`config.mk`:
```
export PLATFORM = sky130hd
export DESIGN_NAME = ccip_rx_poller
export DESIGN_NICKNAME = d
export VERILOG_FILES = /design/src/rtl/ccip_rx_poller.sv
export SDC_FILE = /design/constraint.sdc
export NUM_CORES = 1
export LEC_CHECK = 0
export BUFFER_PORTS_ARGS = -buffer_cell sky130_fd_sc_hd__buf_2
export CAP_MARGIN = 20
export CORE_AREA = 3 3 307 309
export CTS_CLUSTER_SIZE = 8
export DETAILED_ROUTE_END_ITERATION = 12
export DIE_AREA = 0 0 310 312
export GPL_ROUTABILITY_DRIVEN = 0
export SETUP_SLACK_MARGIN = 0.1
export SYNTH_ARGS = -nofsm -noshare
export SYNTH_HDL_FRONTEND = slang
export SYNTH_SLANG_ARGS = --single-unit
```
`constraint.sdc`:
```
create_clock -name clk -period 4.2 [get_ports clk]
set_input_delay 0.84 -clock clk [delete_from_list [all_inputs] [get_ports clk]]
set_output_delay 0.84 -clock clk [all_outputs]
set_load 0.05 [all_outputs]
```
`src/rtl/ccip_rx_poller.sv`:
```
// ----------------------------------------------------------------------------
// ccip_rx_poller
//
// Receive path of the CPU-NIC interface. Polls per-flow RPC ring buffers in
// host memory with single-line CCI-P RDLINE_I reads on channel c0. It detects
// freshly written lines through a phase (ownership) bit and hands each RPC,
// tagged with its flow ID, to the NIC pipeline over a valid/ready handshake.
//
// Configuration macro: CCIP_RX_STATS_EN
//   defined   -> 32-bit wrapping poll / RPC counters on stat_polls, stat_rpcs
//   undefined -> no counters are built, stat_polls and stat_rpcs are tied to 0
//
// Ports:
//   clk              single clock for all logic
//   reset_n          synchronous, active-low reset
//   number_of_flows  index of the highest active flow (flows 0..number_of_flows)
//   rx_base_addr     cache-line address of flow 0, slot 0
//   start            enables issuing new polls
//   sRx_c0TxAlmFull  c0 request channel almost full
//   sTx_c0           registered c0 read request
//   sRx_c0           c0 response channel
//   rpc_out          received RPC (low $bits(RpcIf) bits of the line)
//   rpc_flow_id_out  flow ID of rpc_out
//   rpc_out_valid    rpc_out / rpc_flow_id_out valid
//   rpc_out_ready    consumer accepts the RPC
//   error            sticky flag: response tag did not match the outstanding read
//   stat_polls       reads issued
//   stat_rpcs        RPCs delivered
// ----------------------------------------------------------------------------

package ccip_rx_pkg;

    typedef logic [41:0] t_ccip_clAddr;
    typedef logic [15:0] t_ccip_mdata;

    typedef enum logic [1:0] {
        eVC_VA  = 2'h0,
        eVC_VL0 = 2'h1,
        eVC_VH0 = 2'h2,
        eVC_VH1 = 2'h3
    } t_ccip_vc;

    typedef enum logic [1:0] {
        eCL_LEN_1 = 2'b00,
        eCL_LEN_2 = 2'b01,
        eCL_LEN_4 = 2'b11
    } t_ccip_clLen;

    typedef enum logic [3:0] {
        eREQ_RDLINE_I = 4'h0,
        eREQ_RDLINE_S = 4'h1
    } t_ccip_c0_req;

    typedef enum logic [3:0] {
        eRSP_RDLINE = 4'h0,
        eRSP_UMSG   = 4'h4
    } t_ccip_c0_rsp;

    typedef struct packed {
        t_ccip_vc     vc_sel;
        logic [1:0]   rsvd1;
        t_ccip_clLen  cl_len;
        t_ccip_c0_req req_type;
        logic [5:0]   rsvd0;
        t_ccip_clAddr address;
        t_ccip_mdata  mdata;
    } t_ccip_c0_ReqMemHdr;

    typedef struct packed {
        t_ccip_vc     vc_used;
        logic         rsvd1;
        logic         hit_miss;
        logic [1:0]   rsvd0;
        logic [1:0]   cl_num;
        t_ccip_c0_rsp resp_type;
        t_ccip_mdata  mdata;
    } t_ccip_c0_RspMemHdr;

    typedef struct packed {
        t_ccip_c0_ReqMemHdr hdr;
        logic               valid;
    } t_if_ccip_c0_Tx;

    typedef struct packed {
        t_ccip_c0_RspMemHdr hdr;
        logic [511:0]       data;
        logic               rspValid;
        logic               mmioRdValid;
        logic               mmioWrValid;
    } t_if_ccip_c0_Rx;

    // RPC descriptor as laid out in the low bits of a ring line.
    typedef struct packed {
        logic [31:0] rpc_id;
        logic [15:0] fn_id;
        logic [15:0] arg;
    } RpcIf;

endpackage

module ccip_rx_poller
    import ccip_rx_pkg::*;
#(
    parameter int NIC_ID            = 0,
    parameter int LMAX_NUM_OF_FLOWS = 1,
    parameter int LRX_RING_SIZE     = 2
) (
    input  logic                         clk,
    input  logic                         reset_n,
    input  logic [LMAX_NUM_OF_FLOWS-1:0] number_of_flows,
    input  t_ccip_clAddr                 rx_base_addr,
    input  logic                         start,
    input  logic                         sRx_c0TxAlmFull,
    output t_if_ccip_c0_Tx               sTx_c0,
    input  t_if_ccip_c0_Rx               sRx_c0,
    output logic [$bits(RpcIf)-1:0]      rpc_out,
    output logic [LMAX_NUM_OF_FLOWS-1:0] rpc_flow_id_out,
    output logic                         rpc_out_valid,
    input  logic                         rpc_out_ready,
    output logic                         error,
    output logic [31:0]                  stat_polls,
    output logic [31:0]                  stat_rpcs
);

    localparam int NUM_FLOWS = 1 << LMAX_NUM_OF_FLOWS;
    localparam int RPC_W     = $bits(RpcIf);
    localparam int TAG_W     = LMAX_NUM_OF_FLOWS + LRX_RING_SIZE;
    localparam logic [LRX_RING_SIZE-1:0] SLOT_LAST = '1;

    // NIC_ID only labels simulation traces of the original design.
    localparam int unused_nic_id = NIC_ID;

    typedef enum logic [1:0] {
        RxIdle,
        RxWait,
        RxOut
    } rx_state_t;

    rx_state_t                    state;
    rx_state_t                    state_next;
    logic [LMAX_NUM_OF_FLOWS-1:0] flow_cnt;
    logic [LMAX_NUM_OF_FLOWS-1:0] flow_cnt_next;
    logic [LMAX_NUM_OF_FLOWS-1:0] flow_adv;
    logic [LRX_RING_SIZE-1:0]     slot      [NUM_FLOWS];
    logic [LRX_RING_SIZE-1:0]     slot_next [NUM_FLOWS];
    logic [NUM_FLOWS-1:0]         phase;
    logic [NUM_FLOWS-1:0]         phase_next;

    logic [TAG_W-1:0]             cur_tag;
    t_ccip_mdata                  cur_mdata;
    t_ccip_clAddr                 cur_offset;
    t_ccip_clAddr                 cur_addr;

    t_if_ccip_c0_Tx               tx_next;
    logic [RPC_W-1:0]             rpc_next;
    logic [LMAX_NUM_OF_FLOWS-1:0] rpc_flow_next;
    logic                         error_next;

    logic                         issue;
    logic                         handshake;
    logic                         rsp_rdline;
    logic                         rsp_tag_ok;
    logic                         rsp_owned;
    logic                         unused_rx;

    // Only the tag, type, valid and the RPC/phase bits of a response matter.
    assign unused_rx = ^sRx_c0;

    // The (flow, slot) pair doubles as the line offset from rx_base_addr and
    // as the mdata tag, since (f << LRX_RING_SIZE) + s == {f, s}.
    always_comb begin
        cur_tag                 = {flow_cnt, slot[flow_cnt]};
        cur_mdata               = '0;
        cur_mdata[TAG_W-1:0]    = cur_tag;
        cur_offset              = '0;
        cur_offset[TAG_W-1:0]   = cur_tag;
        cur_addr                = rx_base_addr + cur_offset;
    end

    // '>=' so that a runtime shrink of number_of_flows still wraps at once.
    always_comb begin
        if (flow_cnt >= number_of_flows) begin
            flow_adv = '0;
        end else begin
            flow_adv = flow_cnt + LMAX_NUM_OF_FLOWS'(1);
        end
    end

    always_comb begin
        rsp_rdline = sRx_c0.rspValid && (sRx_c0.hdr.resp_type == eRSP_RDLINE);
        rsp_tag_ok = (sRx_c0.hdr.mdata == cur_mdata);
        rsp_owned  = (sRx_c0.data[511] == phase[flow_cnt]);
    end

    assign rpc_out_valid = (state == RxOut);

    always_comb begin
        state_next    = state;
        flow_cnt_next = flow_cnt;
        slot_next     = slot;
        phase_next    = phase;
        tx_next       = '0;
        rpc_next      = rpc_out;
        rpc_flow_next = rpc_flow_id_out;
        error_next    = error;
        issue         = 1'b0;
        handshake     = 1'b0;

        case (state)
            RxIdle: begin
                if (start && !sRx_c0TxAlmFull) begin
                    issue                   = 1'b1;
                    tx_next.valid           = 1'b1;
                    tx_next.hdr.vc_sel      = eVC_VH0;
                    tx_next.hdr.cl_len      = eCL_LEN_1;
                    tx_next.hdr.req_type    = eREQ_RDLINE_I;
                    tx_next.hdr.address     = cur_addr;
                    tx_next.hdr.mdata       = cur_mdata;
                    state_next              = RxWait;
                end
            end

            RxWait: begin
                if (rsp_rdline) begin
                    if (!rsp_tag_ok) begin
                        // Stray line: flag it and keep waiting for ours.
                        error_next = 1'b1;
                    end else if (rsp_owned) begin
                        rpc_next      = sRx_c0.data[RPC_W-1:0];
                        rpc_flow_next = flow_cnt;
                        state_next    = RxOut;
                    end else begin
                        flow_cnt_next = flow_adv;
                        state_next    = RxIdle;
                    end
                end
            end

            RxOut: begin
                if (rpc_out_ready) begin
                    handshake               = 1'b1;
                    slot_next[flow_cnt]     = slot[flow_cnt] + LRX_RING_SIZE'(1);
                    // Host flips the phase bit every lap, so follow it.
                    if (slot[flow_cnt] == SLOT_LAST) begin
                        phase_next[flow_cnt] = ~phase[flow_cnt];
                    end
                    flow_cnt_next           = flow_adv;
                    state_next              = RxIdle;
                end
            end

            default: begin
                state_next = RxIdle;
            end
        endcase
    end

    always_ff @(posedge clk) begin
        if (!reset_n) begin
            state           <= RxIdle;
            flow_cnt        <= '0;
            for (int f = 0; f < NUM_FLOWS; f++) begin
                slot[f] <= '0;
            end
            phase           <= '1;
            sTx_c0          <= '0;
            rpc_out         <= '0;
            rpc_flow_id_out <= '0;
            error           <= 1'b0;
        end else begin
            state           <= state_next;
            flow_cnt        <= flow_cnt_next;
            for (int f = 0; f < NUM_FLOWS; f++) begin
                slot[f] <= slot_next[f];
            end
            phase           <= phase_next;
            sTx_c0          <= tx_next;
            rpc_out         <= rpc_next;
            rpc_flow_id_out <= rpc_flow_next;
            error           <= error_next;
        end
    end

`ifdef CCIP_RX_STATS_EN
    logic [31:0] poll_cnt;
    logic [31:0] rpc_cnt;

    always_ff @(posedge clk) begin
        if (!reset_n) begin
            poll_cnt <= '0;
            rpc_cnt  <= '0;
        end else begin
            if (issue) begin
                poll_cnt <= poll_cnt + 32'd1;
            end
            if (handshake) begin
                rpc_cnt <= rpc_cnt + 32'd1;
            end
        end
    end

    assign stat_polls = poll_cnt;
    assign stat_rpcs  = rpc_cnt;
`else
    logic unused_stats;

    assign unused_stats = issue ^ handshake;
    assign stat_polls   = '0;
    assign stat_rpcs    = '0;
`endif

endmodule

```
# Word level (Yosys, flattened, before mapping)

Cells that the tools add are included.

$add $sub $neg: 3
Magnitude comparators: 5
Equality and inequality tests: 10
Muxes and demuxes: 25
Bitwise gates (word level): 3
Reductions and logical operators: 16

Operator list:

| operator                                                    | number |
|---|---|
| 2-to-1 mux 59 bit                                           | 1 |
| adder 42 x 3 -> 42 bit                                      | 1 |
| 2-to-1 mux 2 bit                                            | 10 |
| == test 16 x 3 -> 1 bit                                     | 1 |
| AND reduction 3 bit                                         | 3 |
| 2-to-1 mux 1 bit                                            | 8 |
| inequality test 2 bit (second input constant)               | 4 |
| AND reduction 4 bit                                         | 2 |
| one-hot mux 2 bit (3 select lines)                          | 1 |
| AND reduction 5 bit                                         | 1 |
| bitwise mux 4 bit                                           | 1 |
| == test 2 bit (second input constant)                       | 2 |
| logical AND 1 bit                                           | 4 |
| zero test 4 bit                                             | 1 |
| AND reduction 2 bit                                         | 2 |
| adder 2 x 1 -> 2 bit (second input constant)                | 1 |
| bitwise mux 2 bit                                           | 1 |
| demux 2 bit (select 1 bit)                                  | 1 |
| == test 2 x 1 -> 1 bit (second input constant)              | 1 |
| greater-or-equal comparator 2 bit (second input constant)   | 1 |
| zero test 2 bit                                             | 1 |
| less-than comparator 1 x 2 -> 1 bit (second input constant) | 1 |
| less-than comparator 2 x 1 -> 1 bit (second input constant) | 1 |
| inequality test 2 x 1 -> 1 bit (second input constant)      | 1 |
| other kinds (10)                                            | 11 |

Flip-flop bits (word level): 150
Input bits: 591
Output and inout bits: 206
Word-level logic and storage cells: 79

# Logic depth before layout (Yosys ltp)

Gate-level depths: netlist (run 1).

Depth in word-level cells: 8
Depth in mapped cells: 11

# Least setup slack after synthesis (run 1)

OpenSTA, ideal clock, no wires.

Path kind: register to register
Start: register flow_cnt
End: register sTx_c0[50] (netlist name)
Library setup time: 0.071 ns
Arrival: 2.453 ns
Required time: 4.129 ns
Path slack: 1.677 ns
Cell stages (with the launch flop): 12
Buffers on the path: 3
Clock period less this slack: 2.523 ns
Cell sequence: dfxtp_1 buf_6 mux2i_2 inv_1 ha_1 a21o_1 a21oi_1 or3_1 clkbuf_2 buf_2 or3_1 a21oi_1

Longest elaborated chain between the ends: 5

Ends and longest elaborated chain:

| what                                                | RTL line | RTL |
|---|---|---|
| from (decl)                                         | 141      | `logic [LMAX_NUM_OF_FLOWS-1:0] flow_cnt;` |
| from (signal assigned)                              | 272      | `flow_cnt <= flow_cnt_next;` |
| NOT 1 -> 2 bit (implied by the code)                | 172      | `cur_tag = {flow_cnt, slot[flow_cnt]};` |
| 2-to-1 mux 2 bit (implied by the code) (3 in a row) | 172      |  |
| net cur_mdata[1]                                    | 150      | `t_ccip_mdata cur_mdata;` |
| adder 42 x 3 -> 42 bit                              | 177      | `cur_addr = rx_base_addr + cur_offset;` |
| to (signal assigned)                                | 277      | `sTx_c0 <= tx_next;` |
| to (decl)                                           | 114      | `output t_if_ccip_c0_Tx sTx_c0,` |

The timed path passes the listed nets, and every way through them passes these cells. The select of a mux whose other input is x is not followed.
A chain may end at the register's enable or synchronous reset.

# Worst setup path after layout (run 1)

Start: register flow_cnt
End: register sTx_c0[43] (netlist name)

Same word-level chain as after synthesis.

==> results of run 1 <==
critical path, stage by stage (launching register included):
cell and delay (ns):
dfxtp_1 0.55, mux2i_1 0.33, inv_1 0.12, ha_1 0.36, fa_1 0.47, a21oi_1 0.47
or2_2 0.40, nor3_1 0.11, xnor2_1 0.26, nor2_1 0.07
metal layers:
| metal | up-vias | routed length [um] | track usage [%] |
|---|---|---|---|
| met4 | 2 | 661 | 2.12 |
| met5 | - | 12 | 0 |
| met1 | 2327 | 9820 | 5.42 |
| li1 | 2567 | - | - |
| met2 | 348 | 10800 | 7.72 |
| met3 | 55 | 3760 | 3.27 |
synth_stat cells, types with 2 or more instances:
library cell / instances
or4_1: 8
buf_4: 95
a21boi_0: 2
nor2_1: 39
nor4_1: 16
nor2b_1: 4
o21a_1: 2
o21ai_0: 5
buf_8: 4
inv_1: 7
clkbuf_1: 25
xnor2_1: 30
ha_1: 4
nor3_1: 8
buf_2: 3
and4_1: 7
nand3_1: 15
mux2i_1: 67
and2_1: 4
nand4_1: 8
buf_6: 2
xor2_1: 8
dfxtp_1: 121
a21oi_1: 12
nand2_1: 152
o31ai_1: 7
or3_1: 3
and3_1: 5
per-stage QoR:
step                      hold slack, ns  cells
after CTS                          0.456   2120
after detailed placement           0.444   2088
final                              0.453   2123
after global routing               0.469   2121
after floorplan                    0.454    772
after global placement             0.441   2088
worst paths after layout:
path / to / slack, ns / startpoint / depth (start not counted)
max reg2reg: sTx_c0[43] / 0.93 / flow_cnt / 9
min reg2reg: rpc_out[11] / 0.45 / rpc_out[11] / 2
min: rpc_out[11] / 0.45 / rpc_out[11] / 2
max: sTx_c0[43] / 0.93 / flow_cnt / 9
placed cells by master (no fill, tap or decap), drive strengths merged, types with 3 or more instances in the layout:
master | Yosys | layout
buf | 104 | 260
nand2 | 152 | 152
dfxtp | 121 | 121
conb | 1 | 92
mux2i | 68 | 68
nor2 | 39 | 39
xnor2 | 30 | 30
clkbuf | 26 | 17
nor4 | 17 | 17
nand3 | 15 | 15
inv | 7 | 15
a21oi | 12 | 12
nand4 | 9 | 9
nor3 | 8 | 8
xor2 | 8 | 8
or4 | 8 | 8
and4 | 8 | 8
o31ai | 7 | 7
o21ai | 5 | 5
and3 | 5 | 5
and2 | 5 | 5
nor2b | 4 | 4
ha | 4 | 4
clkinv | 0 | 4
diode | 0 | 3
or3 | 3 | 3
area by class of cell:
type                       instances  area, sq um  share of cell area, %
multi-input combinational        514         2950                   33.3
clock inverter                    15          184                   2.08
tap                             1186         1480                   16.8
sequential                       121         2420                   27.4
inverter                           7         26.3                  0.297
timing repair buffer             260         1350                   15.2
clock buffer                      17          425                   4.81
antenna                            3         7.51                 0.0849
where the power goes:
group          internal, uW  switching [uW]  leakage (uW)  total (uW)
Sequential             1160            8.18      0.000978        1170
Combinational          95.1             346       0.00228         441
Clock                   898             712      0.000298        1610
registers in the layout, summed over array words and instances, names as in the netlist:
signal / count
state: 2
phase: 2
rpc_flow_id_out: 1
flow_cnt: 1
rpc_out: 64
sTx_c0: 46
slot: 4
error: 1
kinds of logic (layout without fill, tap and decap cells):
| kind of cell | count (synthesis) | count (layout) | share of synthesized area [%] |
|---|---|---|---|
| xor+xnor | 38 | 38 | 5.59 |
| fa+ha+maj | 5 | 5 | 1.18 |
| other cells | 1 | 95 | 0.0630 |
| buf+inv | 137 | 299 | 15.7 |
| compound gates | 33 | 33 | 3.47 |
| mux | 68 | 68 | 11.5 |
| flops | 121 | 121 | 40.7 |
| simple gates | 278 | 278 | 21.8 |
==> results.sh, run 1 <==
export IMPL_outcome="finished, final reports clean"
export IMPL_slew_headroom_pct=37.9
export IMPL_vias_per_cell=2.50
export IMPL_hp_class="register to register"
export IMPL_critPathCaptureType="register"
export IMPL_clk_pin_slew_ns=0.07
export IMPL_drive_gt1_share_pct=32.3
export IMPL_postSynth_asyncResetShare_pct=0
export IMPL_rows=111
export IMPL_die_w_um=310
export IMPL_synth_top_area_share_pct=40.7
export IMPL_core_area_sq_um=91700
export IMPL_grtUsageTotal_pct=5.03
export IMPL_powerDensity_nw_per_um2=364
export IMPL_cts_sinks=121
export IMPL_synthCells=681
export IMPL_setup_ws_ns=0.926
export IMPL_numCtsBuffers=17
export IMPL_cp_max_fo=12
export IMPL_cts_tree="yes"
export IMPL_port_buffers=247
export IMPL_setup_viol=0
export IMPL_drv_cap=0
export IMPL_ys_seq_area_share_pct=40.7
export IMPL_drt_iter0_markers=279
export IMPL_dpl_instance_area_sq_um=8230
export IMPL_yosys_top_cells_area="dfxtp_1 41%, buf_4 12%, mux2i_1 11%, nand2_1 9.6%, xnor2_1 4.4%"
export IMPL_worst_ep_arrival_time_ns=3.62
export IMPL_tightest_slew_ns=0.931
export IMPL_p_leak_uw=0.00355
export IMPL_finalCriticalPeriod_ns=3.27
export IMPL_num_vias=5299
export IMPL_drc=0
export IMPL_grt_pass1_wl_um=33100
export IMPL_root_buffer="clkbuf_16"
export IMPL_pre_cts_slack_ns=0.812
export IMPL_slew_viol_final=0
export IMPL_yosysTopAreaCell="dfxtp_1"
export IMPL_post_cts_resized=0
export IMPL_ys_flop_type="dfxtp_1"
export IMPL_p_total_uw=3220
export IMPL_nFillCells=10700
export IMPL_antenna_found_initial=23
export IMPL_hold_buffers=0
export IMPL_grt_max_degree=98
export IMPL_boundaryPins=797
export IMPL_clk_latency_ns=0.48
export IMPL_place_hpwl_um=20500
export IMPL_required_ns=4.54
export IMPL_syn_avg_cell_area_sq_um=8.74
export IMPL_fin_nets=1517
export IMPL_final_util_pct=9.65
export IMPL_syn_cell_area_sq_um=5950
export IMPL_yosysWarnings=0
export IMPL_die_area_sq_um=96700
export IMPL_max_freq_mhz=305
export IMPL_syn_to_final_growth_pct=48.6
export IMPL_initial_core_util_pct=6.50
export IMPL_clock_path_buffers=2
export IMPL_die_h_um=312
export IMPL_drt_first_pass_iters=4
export IMPL_period_share_pct=78.0
export IMPL_crit_path_start_kind="register"
export IMPL_ant_nets=0
export IMPL_final_area_sq_um=8850
export IMPL_drt_total_wl_um=25000
export IMPL_fin_skew_ns=0.0124
export IMPL_finalSetupTns_ns=0
export IMPL_grt_overflow=0
export IMPL_cts_max_level=4
export IMPL_synth_edff_count=0
export IMPL_synth_ff_latch_count=121
export IMPL_worst_setup_path_type="register to register"
export IMPL_routedWlPerCell_um=11.8
export IMPL_synth_cell_types=46
export IMPL_grt_pass1_vias=4789
export IMPL_rsz0062_at_grt="no"
export IMPL_peakVddDrop_uv=290
export IMPL_hold_violations=0
export IMPL_cts_setup_buffers=0
Note: power is estimated with default switching activity, not from simulation.
==> run 2: changes to the inputs <==
--- a/config.mk
+++ b/config.mk
@@ -7,10 +7,10 @@
 export LEC_CHECK = 0
 export BUFFER_PORTS_ARGS = -buffer_cell sky130_fd_sc_hd__buf_2
 export CAP_MARGIN = 20
-export CORE_AREA = 3 3 307 309
+export CORE_AREA = 3 3 308 310
 export CTS_CLUSTER_SIZE = 8
 export DETAILED_ROUTE_END_ITERATION = 12
-export DIE_AREA = 0 0 310 312
+export DIE_AREA = 0 0 311 313
 export GPL_ROUTABILITY_DRIVEN = 0
 export SETUP_SLACK_MARGIN = 0.1
 export SYNTH_ARGS = -nofsm -noshare
==> constraint.sdc (replaced) <==
create_clock -name clk -period 3.35 [get_ports clk]
set_input_delay 0.67 -clock clk [delete_from_list [all_inputs] [get_ports clk]]
set_output_delay 0.67 -clock clk [all_outputs]
set_load 0.05 [all_outputs]
==> run 2 against run 1 <==
Compared with the run above: setup slack worse by 0.52 ns; wire length is 0.91% higher; clock power is 18% higher; critical path type unchanged; largest cell class unchanged.
==> results.sh, run 2 (synthesis results as in run 1) <==
export IMPL_cp_max_fo=17
export IMPL_powerDensity_nw_per_um2=440
export IMPL_hold_violations=0
export IMPL_place_hpwl_um=20500
export IMPL_die_w_um=311
export IMPL_final_common_cell="buf_2"
export IMPL_rsz0062_at_grt="no"
export IMPL_hold_buffers=0
export IMPL_p_leak_uw=0.00354
export IMPL_critPathCaptureType="register"
export IMPL_clock_path_buffers=2
export IMPL_drc=0
export IMPL_fin_skew_ns=0.0131
export IMPL_finalCriticalPeriod_ns=2.94
export IMPL_clk_latency_ns=0.48
export IMPL_num_vias=5430
export IMPL_required_ns=3.73
export IMPL_nFillCells=10800
export IMPL_cp_cell_sequence="mux2i_2 -> inv_1 -> ha_1 -> a21o_1 -> a21oi_1 -> or3_4 -> or4_1 -> a21oi_1"
export IMPL_finalSetupTns_ns=0
export IMPL_numCtsBuffers=17
export IMPL_grt_pass1_wl_um=34400
export IMPL_wl_met2_um=11100
export IMPL_worst_setup_path_type="register to register"
export IMPL_tightest_slew_ns=0.914
export IMPL_largest_reg_flops=64
export IMPL_outcome="finished, final reports clean"
export IMPL_die_h_um=313
export IMPL_syn_to_final_growth_pct=49.5
export IMPL_boundaryPins=797
export IMPL_multi_input_area_sq_um=2950
export IMPL_top_regs="rpc_out (64), sTx_c0 (46), slot (4)"
export IMPL_cts_sinks=121
export IMPL_grt_overflow=0
export IMPL_cts_tree="yes"
export IMPL_die_area_sq_um=97300
export IMPL_slew_headroom_pct=38.2
export IMPL_grt_max_degree=68
export IMPL_peakVddDrop_uv=363
export IMPL_crit_buf_inv=1
export IMPL_drt_total_wl_um=25200
export IMPL_rows=111
export IMPL_period_share_pct=87.8
export IMPL_p_total_uw=3920
export IMPL_cpPeakStageDelay_ns=0.52
export IMPL_topRoutingLayerUsed="met5"
export IMPL_grtUsageTotal_pct=5.14
export IMPL_hp_class="input port to register"
export IMPL_seq_area_sq_um=2420
export IMPL_setup_ws_ns=0.410
export IMPL_final_cell_mix="246 x buf_2, 151 x nand2_1, 121 x dfxtp_1"
export IMPL_initial_core_util_pct=6.48
export IMPL_drv_cap=0
export IMPL_routedWlPerCell_um=11.6
export IMPL_max_freq_mhz=340
export IMPL_setup_viol=0
export IMPL_antenna_found_initial=21
export IMPL_drive_gt1_share_pct=32.5
export IMPL_cts_max_level=4
export IMPL_clk_pin_slew_ns=0.07
export IMPL_top_register="rpc_out"
export IMPL_crit_path_start_kind="register"
export IMPL_root_buffer="clkbuf_16"
export IMPL_core_area_sq_um=91900
export IMPL_worst_ep_arrival_time_ns=3.32
export IMPL_grt_pass1_vias=4887
export IMPL_slew_viol_final=0
export IMPL_drt_first_pass_iters=4
export IMPL_slowest_stage="or4_1"
export IMPL_ant_nets=0
export IMPL_met1_length_um=9860
export IMPL_pre_cts_slack_ns=0.267
export IMPL_cpMostUsedCell="a21oi_1"
export IMPL_fin_nets=1519
export IMPL_holdWs_ns=0.428
export IMPL_port_buffers=247
export IMPL_met3RoutedLength_um=3500
export IMPL_vias_per_cell=2.49
export IMPL_drt_iter0_markers=335
export IMPL_cp_top_family="simple AND/OR/NAND/NOR gates"
[run 2: cell types whose count changed in the layout (fill, tap and decap cells not counted), sizes merged]
cell / delta
bufinv: -2
inv: +2
clkinvlp: +1
clkinv: -1
buf: +2
[run 2: worst min-delay path: cells and delay by family]
kind	cells	cell delay (ns)
buffers and inverters	1	0.09
AND/OR/NAND/NOR	1	0.04
multiplexers	1	0.06
[run 2: layer usage]
metal / up-vias / global-route usage, %
met5: - / 0
met4: 2 / 2.02
met3: 63 / 3.35
met2: 365 / 8.06
met1: 2429 / 5.49
li1: 2571 / -
[run 2: final cells by class]
cell class	count	share of cell area [%]
Antenna cell	3	0.0844
Clock buffer	17	4.78
Clock inverter	15	1.70
Inverter	7	0.295
Multi-Input combinational cell	514	33.1
Sequential cell	121	27.2
Tap cell	1243	17.5
Timing Repair Buffer	262	15.3
[run 2: worst paths after layout]
| path | from | to | slack (ns) | cells past startpoint |
|---|---|---|---|---|
| max reg2reg | flow_cnt | sTx_c0[46] | 0.41 | 8 |
| max | flow_cnt | sTx_c0[46] | 0.41 | 8 |
| min reg2reg | rpc_out[45] | rpc_out[45] | 0.45 | 2 |
| min | sRx_c0[26] | rpc_out[23] | 0.43 | 3 |
[run 2: power breakdown]
part	internal, uW	switching, uW	leakage, uW	total [uW]
Clock	987	915	0.000278	1900
Sequential	1460	8.51	0.000978	1460
Combinational	121	430	0.00228	551
[run 2: stage by stage]
| step | cells | util, % | cell area (sq um) |
|---|---|---|---|
| CTS | 2179 | 9.67 | 8890 |
| global route | 2180 | 9.67 | 8890 |
| floorplan | 772 | - | 6300 |
| detailed placement | 2147 | 9.04 | 8310 |
| global placement | 2147 | 9.04 | 8310 |
| finish | 2182 | 9.68 | 8900 |
[run 2: timing repair]
action                     in CTS  in global routing
setup endpoints to repair       0                  3
resized for setup               0                  1
buffers inserted                0                  0
